### config.mk
export PLATFORM = sky130hd
export DESIGN_NAME = eac_result_normalizer
export DESIGN_NICKNAME = d
export VERILOG_FILES = /design/src/rtl/eac_result_normalizer.sv
export SDC_FILE = /design/constraint.sdc
export NUM_CORES = 1
export LEC_CHECK = 0
export ABC_AREA = 1
export BUFFER_PORTS_ARGS = -buffer_cell sky130_fd_sc_hd__clkbuf_2
export CORE_AREA = 2 2 139 114
export CTS_BUF_LIST = sky130_fd_sc_hd__clkbuf_8
export DETAILED_ROUTE_END_ITERATION = 12
export DIE_AREA = 0 0 141 116
export PLACE_DENSITY = 0.66
export SLEW_MARGIN = 40
export SYNTH_ARGS = -nofsm -noshare
export SYNTH_HDL_FRONTEND = slang
export SYNTH_SLANG_ARGS = --single-unit
export TNS_END_PERCENT = 100
### constraint.sdc
create_clock -name clk -period 3.8 [get_ports clk]
set_input_delay 0.19 -clock clk [delete_from_list [all_inputs] [get_ports clk]]
set_output_delay 0.19 -clock clk [all_outputs]
set_load 0.02 [all_outputs]
### src/rtl/eac_result_normalizer.sv
// Recovers magnitude and sign from the end-around-carry adder output, then left-normalises
// it over several cycles while tracking the exponent adjustment for the rounding stage.
module eac_result_normalizer #(
    parameter int unsigned ADDER_WIDTH = 74,
    parameter int unsigned SHIFT_STEP  = 8,
    parameter int unsigned ADJ_WIDTH   = 9
) (
    input  logic                   clk,
    input  logic                   rst_n,
    input  logic                   in_valid,
    output logic                   in_ready,
    input  logic [ADDER_WIDTH-1:0] sum,
    input  logic                   cout,
    input  logic                   sticky,
    input  logic                   effectiveOperation,
    output logic                   out_valid,
    input  logic                   out_ready,
    output logic [ADDER_WIDTH-1:0] mant,
    output logic [ADJ_WIDTH-1:0]   exp_adj,
    output logic                   sign_flip,
    output logic                   zero,
    output logic                   sticky_out
);

    localparam logic [ADJ_WIDTH-1:0] StepAdj = ADJ_WIDTH'(SHIFT_STEP);
    localparam logic [ADJ_WIDTH-1:0] OneAdj  = ADJ_WIDTH'(1);

    typedef enum logic [1:0] {
        StIdle  = 2'd0,
        StShift = 2'd1,
        StDone  = 2'd2
    } state_e;

    state_e                 state_q, state_d;
    logic [ADDER_WIDTH-1:0] mag_q, mag_d;
    logic [ADJ_WIDTH-1:0]   adj_q, adj_d;
    logic                   sign_flip_q, sign_flip_d;
    logic                   zero_q, zero_d;
    logic                   sticky_q, sticky_d;

    logic [ADDER_WIDTH-1:0] cap_mag;
    logic [ADJ_WIDTH-1:0]   cap_adj;
    logic                   cap_sign_flip;
    logic                   cap_sticky;

    // Magnitude recovery: invert on a subtraction without carry, absorb the carry on addition.
    always_comb begin
        cap_mag       = sum;
        cap_adj       = '0;
        cap_sign_flip = 1'b0;
        cap_sticky    = sticky;
        unique case ({effectiveOperation, cout})
            2'b11: cap_mag = sum;
            2'b10: begin
                cap_mag       = ~sum;
                cap_sign_flip = 1'b1;
            end
            2'b00: cap_mag = sum;
            2'b01: begin
                cap_mag    = {1'b1, sum[ADDER_WIDTH-1:1]};
                cap_sticky = sticky | sum[0];
                cap_adj    = OneAdj;
            end
            default: cap_mag = sum;
        endcase
    end

    always_comb begin
        state_d     = state_q;
        mag_d       = mag_q;
        adj_d       = adj_q;
        sign_flip_d = sign_flip_q;
        zero_d      = zero_q;
        sticky_d    = sticky_q;
        unique case (state_q)
            StIdle: begin
                if (in_valid) begin
                    mag_d       = cap_mag;
                    sign_flip_d = cap_sign_flip;
                    sticky_d    = cap_sticky;
                    if (cap_mag == '0) begin
                        zero_d  = 1'b1;
                        adj_d   = '0;
                        state_d = StDone;
                    end else begin
                        zero_d  = 1'b0;
                        adj_d   = cap_adj;
                        state_d = StShift;
                    end
                end
            end
            StShift: begin
                if (mag_q[ADDER_WIDTH-1]) begin
                    state_d = StDone;
                end else if (mag_q[ADDER_WIDTH-1 -: SHIFT_STEP] == '0) begin
                    mag_d = mag_q << SHIFT_STEP;
                    adj_d = adj_q - StepAdj;
                end else begin
                    mag_d = mag_q << 1;
                    adj_d = adj_q - OneAdj;
                end
            end
            StDone: begin
                if (out_ready) begin
                    zero_d  = 1'b0;
                    state_d = StIdle;
                end
            end
            default: state_d = StIdle;
        endcase
    end

    always_ff @(posedge clk or negedge rst_n) begin
        if (!rst_n) begin
            state_q     <= StIdle;
            mag_q       <= '0;
            adj_q       <= '0;
            sign_flip_q <= 1'b0;
            zero_q      <= 1'b0;
            sticky_q    <= 1'b0;
        end else begin
            state_q     <= state_d;
            mag_q       <= mag_d;
            adj_q       <= adj_d;
            sign_flip_q <= sign_flip_d;
            zero_q      <= zero_d;
            sticky_q    <= sticky_d;
        end
    end

    // Gate with rst_n so no input is advertised while reset is held.
    assign in_ready   = rst_n && (state_q == StIdle);
    assign out_valid  = (state_q == StDone);
    assign mant       = mag_q;
    assign exp_adj    = adj_q;
    assign sign_flip  = sign_flip_q;
    assign zero       = zero_q;
    assign sticky_out = sticky_q;

endmodule
Word level (Yosys, flattened, before mapping)
Index checks and enable logic that the tools add are counted.

storage, ports and cells
  bits in writable memories = 0
  register bits = 88
  input port bits = 81
  bits in latches = 0
  memory bits (read-only) = 0
  logic and storage cells = 55
  memories kept = 0

operators by class
  multipliers = 0
  bitwise gates (word level) = 2
  $add $sub $neg = 2
  equal/unequal tests = 9
  mux-type cells = 22
  reduce and logical (&&, ||, !) cells = 13
  $lt $le $gt $ge = 0
  divide/modulo/power cells = 0
  shifts and indexed selects = 0

operator list
  operator             count
  $mux 74              3
  $pmux 74 s3          1
  $pmux 74 s2          1
  $logic_not 74->1     1
  $not 74->74          1
  $mux 9               3
  $pmux 9 s2           1
  $reduce_and 3->1     3
  $sub 9x1->9 const B  1
  $sub 9x4->9 const B  1
  $logic_not 8->1      1
  $mux 2               4
  $mux 1               7
  $eq 2x2->1 const B   3
  $ne 2x2->1 const B   3
  $pmux 2 s3           1
  $eq 2x1->1 const B   2
  $logic_not 2->1      2
  $reduce_and 2->1     2
  $reduce_bool 2->1    2
  $ne 2x1->1 const B   1
  $pmux 1 s2           1
  $reduce_or 2->1      1
  $logic_and 1x1->1    1
  $or 1x1->1           1

Depth between registers and ports, before layout
Gate-level depths: netlist (run 1).

  word-level depth = 7
  gate-level depth with buffers = 17
  mapped depth without buffers = 15

Worst setup path after synthesis (run 1)
OpenSTA, ideal clock, no wires.

  path kind = input port to flip-flop
  start = in cout
  end = reg adj_q[0] (netlist: exp_adj[0])
  library setup time = 123 ps
  path buffers = 2
  slack = 2077 ps
  stages on the path = 16
  arrival time = 1600 ps
  path through = inv_1 -> ha_1 -> buf_2 -> buf_2 -> nand2_1 -> nand2_1 -> nand2_1 -> o21ai_0 -> nor2_1 -> nand2_1 -> nor2_1 -> nand2_1 -> nor2_1 -> nand2_1 -> nand2_1 -> a21oi_1

on the way
  word-level cells in the longest chain between the ends = 7
  elaborated cells on any way between the ends = 11

ends and longest elaborated chain
  element                                               RTL line  RTL
  start, declared                                       13        input logic cout,
  $eq 2x2->1 / $logic_not 2->1 (equally long branches)  52        unique case ({effectiveOperation, cout})
  $reduce_or 2->1 (no line)                             --
  $pmux 74 s3                                           52
  $logic_not 74->1                                      81        if (cap_mag == '0) begin
  $mux 1 (*)                                            81
  $mux 9 (*)                                            77        if (in_valid) begin
  $pmux 9 s2 (*)                                        75        unique case (state_q)
  end signal, assigned                                  124       adj_q <= adj_d;
  end, declared                                         36        logic [ADJ_WIDTH-1:0] adj_q, adj_d;

Every way passes the cells marked *; elsewhere a longest branch is shown, timed or not. The select of a mux whose other input is x is not followed.
A chain may end at the register's enable or synchronous reset.

Worst setup path after layout (run 1)
  start = reg state_q[0]
  end = reg mag_q[31] (netlist: mant[31])

on the way
  word-level cells in the longest chain between the ends = 3
  elaborated cells on any way between the ends = 7

ends and longest elaborated chain
  element                                                           RTL line  RTL
  start, declared                                                   34        state_e state_q, state_d;
  start signal, assigned                                            115       state_q <= StIdle;
  start signal, assigned                                            122       state_q <= state_d;
  $eq 2x1->1 / $logic_not 2->1 (equally long branches)              75
  $ne 2x2->1 (no line) / $reduce_bool 2->1 (equally long branches)  --
  $reduce_and 3->1 (no line)                                        --
  end signal, assigned                                              123       mag_q <= mag_d;
  end, declared                                                     35        logic [ADDER_WIDTH-1:0] mag_q, mag_d;

Parallel ways exist; a longest one is shown, timed or not.

==> results of run 1 <==
==> cell usage after synthesis <==
cell,count,share of area [%]
a22oi_1,1,0.11
nor2_1,197,11
ha_1,4,0.76
o211ai_1,5,0.57
o21ai_1,12,0.91
o221ai_1,11,1.5
inv_4,1,0.095
nand4_1,2,0.19
or2_1,1,0.095
inv_1,30,1.7
nand3_1,73,5.6
o41ai_1,1,0.13
clkinv_1,1,0.057
mux2i_1,1,0.15
a21oi_1,31,2.4
or2_2,2,0.19
nor2_2,2,0.19
buf_1,4,0.23
o21ai_0,92,7.0
inv_2,2,0.11
nand2_1,397,23
a31oi_1,56,5.3
nor3_1,1,0.076
dfrtp_1,88,33
buf_2,36,2.7
clkbuf_1,26,1.5
buf_4,4,0.46
buf_6,4,0.68
==> power by group <==
group | total [uW] | internal (uW) | switching (uW)
registers | 1950 | 1400 | 553
logic | 2970 | 967 | 2010
clock network | 763 | 385 | 378
==> worst max-delay path, stage by stage (launching register included) <==
cell and delay (ps):
dfrtp_1 390, inv_1 60, nand2_1 100, nor2_2 90, nor2_2 500, clkinv_2 260, buf_4 380, nor2_1 180
a31oi_1 50
==> routing by layer <==
metal  track usage [%]  vias to the layer above  wire length [microns]
li1                  -                     3791                      -
met1              42.2                     3602                  10900
met2              45.0                      300                  10100
met3              5.25                       23                   1680
met4              5.20                        0                    230
met5                 0                        -                      0
==> state kept, by name (all words and copies together), names as in the netlist <==
register and cells:
exp_adj 9, mant 74, sign_flip 1, state_q 2, sticky_out 1, zero 1
==> kinds of logic after synthesis <==
| logic type | after synthesis | synth area share (%) |
|---|---|---|
| simple gates | 675 | 40.2 |
| compound gates | 209 | 17.9 |
| buf+inv | 108 | 7.57 |
| flops | 88 | 33.5 |
| fa+ha+maj | 4 | 0.761 |
| mux | 1 | 0.152 |
==> worst min-delay path by stage <==
stage / to / slack (ps) / cells after the start
final: sticky_out / 70 / 3
after global routing: sticky_out / 90 / 3
after CTS: sticky_out / 70 / 3
after detailed placement: mant[65] / 180 / 1
after global placement: mant[65] / 170 / 1
after floorplan: exp_adj[0] / -110 / 0
==> cell type report <==
class,instances,share of cell area (%)
clock inverters,6,1.10
clock buffers,10,1.80
repair buffers,181,12.4
well taps,189,3.10
inverters,34,1.75
multi-input cells,889,51.0
flip-flops and latches,88,28.9
==> metrics by stage <==
| step | power [uW] | utilization, % |
|---|---|---|
| after global placement | 4900 | 49.7 |
| after global routing | 6150 | 51.3 |
| after detailed placement | 4930 | 49.7 |
| after floorplan | 3860 | - |
| final | 5690 | 51.3 |
| after CTS | 5690 | 51.3 |
==> repair_timing <==
action,CTS,global route
resized for setup,0,0
endpoints found under the hold margin,31,0
hold buffers,1,0
==> impl_metrics.ini, run 1 <==
[run_status]
status = finished, final reports clean

[drt]
wirelength_mm = 22.9
dr.first_iter.drc_count = 948
num_vias = 7716
via_per_inst = 5.52
postRouteAntennaNets = 0
wire_per_inst_microns = 16.4
dr.pass1.iters = 5
drc = 0

[synth]
syn_nets = 1170
synth-seq-area-share_pct = 33.5
yosys_warnings = 0
synth.distinct_cells = 28
synth-seq-cells = 88
synth_area_per_cell_sq_um = 6.06
syn_area_sq_um = 6580
synth_cells = 1085

[worst_setup_path]
path_max_fanout = 66
crit_type = reg -> reg
cp-start-kind = flop
crit_start = state_q[0]
cp.required_ps = 4040
r2r-start = state_q[0]
worstSetupEndpointType = flop
r2r_setup_slack_ps = 1610
crit_end = mant[31]
worstRegToRegCells = 8
arrival_ps = 2430
r2r_end = mant[31]

[timing]
slew_viol_final = 0
slew_headroom_pct = 49.7
finalSetupTns_ps = 0
fin_hold_ws_ps = 74.6
setup_slack_ps = 1610
fin_worst_skew_ps = 10.5
fin_crit_sh_pct = 57.6
rsz0062_at_grt = false
setup_viol = 0
worst_slew_pin_slew_ps = 755
fmax_ghz = 0.457
fin_crit_ps = 2190
hold_viol = 0

[placement]
place_hpwl_mm = 15.8
gp_congestion = 0.847
portBuffers = 168
dpl-instance-area_sq_um = 7390
placed_cells = 1380
place_ws_ps = 1350

[die]
fp-row-count = 40
die_x_microns = 141
ioPinCount = 169
start_util_pct = 44.3
dieArea_sq_um = 16400
core-area_sq_um = 14900
die_h_microns = 116

[global_routing]
antenna_found_initial = 0
grt_max_degree = 108
grt_pass1_wl_mm = 37.4
grt_util_all_layers_pct = 28.8
grt_overflow = 0
grt_pass1_vias = 6952

[min_path]
min-delay-start = sticky
hold_path.class = in -> reg

[clock_tree]
cts_max_level = 3
post_cts_buffers = 0
cts_root_buf = clkbuf_8
cts_max_path_buffers = 2
insertion_delay_ps = 390
cts_tree = done
cts_sinks = 88
path_clk_slew_ps = 90
cts_buffers = 9

[layout]
seq_area_sq_um = 2200
fillers = 1621
multi_input_area_sq_um = 3890
area_growth_pct = 16.0
final_common_cell = nand2_1
drive_gt1_share_pct = 17.2
finalInstanceArea_sq_um = 7630
layout_common_cells = nand2_1, nor2_1, clkbuf_2
stdcell_count = 1397
diodes = 0
fin_nets = 1288

[power_and_ir_drop]
pwr_density_cell_nw_per_um2 = 745
ir_drop_mv = 0.366
cellLeakagePower_uw = 0.00388

[flow_run]
maxCapViolations = 0
Power figures use the tool's default switching activity.
==> inputs of run 2 (changes only) <==
- PLACE_DENSITY: 0.66 -> 0.69
- clock period: 3.8 -> 1.83 ns (I/O delays scaled with it)
==> impl_metrics.ini, run 2 (same netlist as run 1, synthesis figures left out) <==
[die]
ioPinCount = 169
fp-row-count = 40
die_x_microns = 141
start_util_pct = 44.3
dieArea_sq_um = 16400
die_h_microns = 116
core-area_sq_um = 14900

[timing]
fin_hold_ws_ps = 40.5
setup_viol = 0
slew_headroom_pct = 67.0
fin_crit_ps = 1690
fin_crit_sh_pct = 92.6
slew_viol_final = 0
setup_slack_ps = 136
fmax_ghz = 0.590
hold_viol = 0
rsz0062_at_grt = false
fin_worst_skew_ps = 14.9
worst_slew_pin_slew_ps = 495

[worst_setup_path]
path_max_fanout = 28
crit_end = mant[53]
cp_slowest_cell = dfrtp_1
crit_type = reg -> reg
cp.required_ps = 2140
path_cells = nor2_2, nand4_1, buf_4, buf_4, nor2_1, nor2_1, o21ai_0, a31oi_1
worstRegToRegCells = 8
r2r_setup_slack_ps = 140
r2r-start = mant[73]
critical_path.max_stage_delay_ps = 460
crit_start = mant[73]
cp-start-kind = flop
arrival_ps = 2010
r2r_end = mant[53]
worstSetupEndpointType = flop

[power_and_ir_drop]
ir_drop_mv = 0.890
cellLeakagePower_uw = 0.00426
pwr_density_cell_nw_per_um2 = 1460

[clock_tree]
cts_root_buf = clkbuf_8
cts_buffers = 9
cts_max_path_buffers = 2
insertion_delay_ps = 390
cts_max_level = 3
path_clk_slew_ps = 90
cts_sinks = 88
cts_tree = done

[drt]
via_per_inst = 5.38
wire_per_inst_microns = 15.4
dr.pass1.iters = 5
wirelength_mm = 22.6
postRouteAntennaNets = 0
dr.first_iter.drc_count = 767
num_vias = 7889
drc = 0

[global_routing]
grt_pass1_wl_mm = 37.0
grt_max_degree = 89
grt_util_all_layers_pct = 28.4
grt_pass1_vias = 7030
grt_overflow = 0
antenna_found_initial = 0

[layout]
fin_nets = 1357
layout_common_cells = nand2_1, nor2_1, clkbuf_2
largest_register_ffs = 74
area_growth_pct = 26.5
final_common_cell = nand2_1
diodes = 0
drive_gt1_share_pct = 21.8

[placement]
place_hpwl_mm = 16.4
gp_congestion = 0.866
place_ws_ps = -200
portBuffers = 168

[run_status]
status = finished, final reports clean

[min_path]
hold_path.class = in -> reg

[flow_run]
maxCapViolations = 0
## run 2: critical path: cells and delay by family (launching register included)
kind,cells,cell delay [ps]
AO/OA/AOI/OAI,2,240
buffers and inverters,2,510
flip-flops,1,460
AND/OR/NAND/NOR,4,400
## run 2: metrics by stage
step                total power, uW  TNS, ps  instances  cell area, sq um  utilization (%)
global route                  13100        0       1466              8320             56.0
finish                        12100        0       1466              8320             56.0
CTS                           12100        0       1466              8290             55.8
floorplan                      8020        0       1085              6580                -
global placement              10500     -566       1447              8060             54.2
detailed placement            10600     -674       1447              8060             54.2
## run 2: where the power goes
| part | switching, uW | internal [uW] |
|---|---|---|
| clock | 769 | 701 |
| combinational | 4270 | 2390 |
| sequential | 1110 | 2910 |
## run 2: worst min-delay path by stage
stage	start	to	slack, ps	cells past startpoint
5_1_grt	sum[0]	sticky_out	70	3
3_3_place_gp	rst_n	mant[62]	200	2
3_5_place_dp	rst_n	mant[62]	200	2
4_1_cts	in_valid	state_q[0]	20	5
6_report	sum[0]	sticky_out	40	3
2_1_floorplan	rst_n	exp_adj[0]	-200	0
## run 2: final cells by class
class,count,area [sq um]
inverters,34,131
clock inverters,5,55.1
fillers,1491,6540
clock buffers,11,151
repair buffers,250,1640
well taps,189,236
multi-input cells,889,3910
flip-flops and latches,88,2200
## run 2: repair_timing
item | in CTS | in global routing
hold buffers | 3 | 0
setup endpoints to repair | 0 | 23
resized for setup | 0 | 9
setup buffers | 0 | 0
endpoints found under the hold margin | 91 | 0
## run 2: routing by layer
metal  global-route usage, %  wire, microns  up-vias
met1                    41.8          10600     3595
li1                        -              -     3943
met3                    4.59           1740       23
met4                    7.07            314        0
met5                       0              0        -
met2                    44.0           9950      328
==> inputs of run 3 (changes only) <==
- ABC_AREA: 1 -> default
- CORE_AREA: 2 2 139 114 -> 2 2 137 112
- DIE_AREA: 0 0 141 116 -> 0 0 139 114
- REMOVE_ABC_BUFFERS: default -> 1
==> impl_metrics.ini, run 3 <==
[layout]
multi_input_area_sq_um = 4610
diodes = 0
stdcell_count = 1349
fillers = 1133
final_common_cell = clkbuf_2
area_growth_pct = 62.1
seq_area_sq_um = 2200
final_core_util_pct = 70.7
fin_nets = 1240
layout_common_cells = clkbuf_2, nand2_1, buf_4
drive_gt1_share_pct = 47.3
largest_register_ffs = 74

[clock_tree]
insertion_delay_ps = 390
cts_max_path_buffers = 2
cts_sinks = 88
cts_root_buf = clkbuf_8
cts_buffers = 9
cts_tree = done
path_clk_slew_ps = 90
cts_max_level = 3

[synth]
syn_area_sq_um = 6370
synth-seq-cells = 88
yosys.area.top_type = dfrtp_1
synth_area_leaders = dfrtp_1, nand2_1, a221o_1
synth_area_per_cell_sq_um = 7.33
yosys_warnings = 0
synth_commonest_cells = nand2_1, dfrtp_1, nor2_1, clkbuf_1, a221oi_1
synth_top_area_share_pct = 34.6
synth_cells = 870
yosysMostFrequentCell = nand2_1
synth-edff-count = 0
async_flop_share_pct = 100
synth-seq-area-share_pct = 34.6
synth.distinct_cells = 46
yosys_most_used_dff = dfrtp_1

[min_path]
min_to = mant[41]
hold_path.class = in -> reg
min-delay-start = sum[41]
whs_path_depth = 4

[die]
ioPinCount = 169
die_h_microns = 114
dieArea_sq_um = 15800
die_x_microns = 139
core-area_sq_um = 14600
start_util_pct = 43.6
fp-row-count = 40

[drt]
dr.first_iter.drc_count = 1253
via_per_inst = 6.42
postRouteAntennaNets = 0
drc = 0
wirelength_mm = 30.1
dr.pass1.iters = 8
num_vias = 8655
wire_per_inst_microns = 22.3

[worst_setup_path]
worstSetupEndpointType = flop
worstRegToRegCells = 8
cp-start-kind = input pin
crit_start = cout
path_max_fanout = 11
r2r_setup_slack_ps = -350
cp.required_ps = 2110
crit_type = in -> reg
arrival_ps = 2550
r2r-start = mant[71]
r2r_end = mant[28]

[timing]
fin_hold_ws_ps = 123
hold_viol = 0
fmax_ghz = 0.442
slew_headroom_pct = 68.8
setup_viol = 85
fin_crit_ps = 2260
finalSetupTns_ps = -19150
rsz0062_at_grt = true
worst_slew_pin_slew_ps = 468
fin_worst_skew_ps = 4.56
setup_slack_ps = -431
slew_viol_final = 0
fin_crit_sh_pct = 124

[run_status]
violations = setup timing
status = finished with violations

[placement]
place_hpwl_mm = 18.5
portBuffers = 168
gp_congestion = 0.944
placed_cells = 1288

[global_routing]
grt_pass1_vias = 7986
grt_pass1_wl_mm = 45.6
grt_util_all_layers_pct = 37.2
antenna_found_initial = 0
grt_overflow = 0
grt_max_degree = 60

[flow_run]
maxCapViolations = 0

[power_and_ir_drop]
cellLeakagePower_uw = 0.00474
pwr_density_cell_nw_per_um2 = 1440
ir_drop_mv = 1.21
==> run 3: final cells by class <==
class	instances	share of cell area [%]
flip-flops and latches	88	21.3
repair buffers	354	29.2
inverters	7	0.303
clock inverters	5	0.763
clock buffers	11	1.47
multi-input cells	695	44.6
well taps	189	2.29
==> run 3: through the flow <==
step	power, uW	area, sq um	worst slack (ps)
floorplan	8200	6030	-3160
global placement	11300	8440	-853
detailed placement	11400	8440	-904
CTS	14100	10000	-376
global route	15700	10300	-437
finish	14900	10300	-431
==> run 3: power by group <==
part / switching, uW / internal, uW / total, uW
clock: 771 / 842 / 1610
sequential: 1510 / 2900 / 4400
combinational: 5270 / 3580 / 8850
total: 7550 / 7310 / 14900
==> run 3: worst max-delay path by stage <==
stage / slack, ps / cells after the start / endpoint
final: -430 / 10 / exp_adj[0]
after global routing: -440 / 10 / exp_adj[0]
after detailed placement: -900 / 10 / exp_adj[0]
after global placement: -850 / 10 / exp_adj[0]
after CTS: -380 / 10 / exp_adj[0]
after floorplan: -3160 / 4 / mant[1]
==> run 3: kinds of logic (layout without fill, tap and decap cells) <==
logic type / count (synthesis) / in the layout / share of synthesized area [%]
multiplexers: 4 / 4 / 0.628
flip-flops: 88 / 88 / 34.6
AND/OR/NAND/NOR: 426 / 426 / 27.7
AO/OA/AOI/OAI: 256 / 256 / 29.9
XOR/XNOR: 5 / 5 / 0.687
buffers and inverters: 87 / 377 / 5.77
adder cells (fa/ha/maj): 4 / 4 / 0.785
==> run 3: critical path, cell delays in order <==
cell and delay, ps:
clkbuf_8 130, inv_4 60, ha_4 210, buf_12 150
a221o_1 340, a22oi_2 220, nand4_1 150, or4_1 500
or4_4 470, o21a_1 210
==> run 3: what timing repair did <==
action                                  CTS  global route
resized for setup                       167           123
buffers inserted                         26             5
hold buffers                              3             0
endpoints found under the hold margin    90             0
gates cloned                             19             0
pin swaps                               104           124
endpoints found under the setup margin   83            85
==> run 3: layer usage <==
metal / track usage (%) / wire length, microns / share of wire [%]
met5: 0 / 0 / 0
met4: 16.5 / 1340 / 4.4
met3: 9.74 / 3810 / 13
met2: 54.7 / 13100 / 43
met1: 51.9 / 11900 / 39
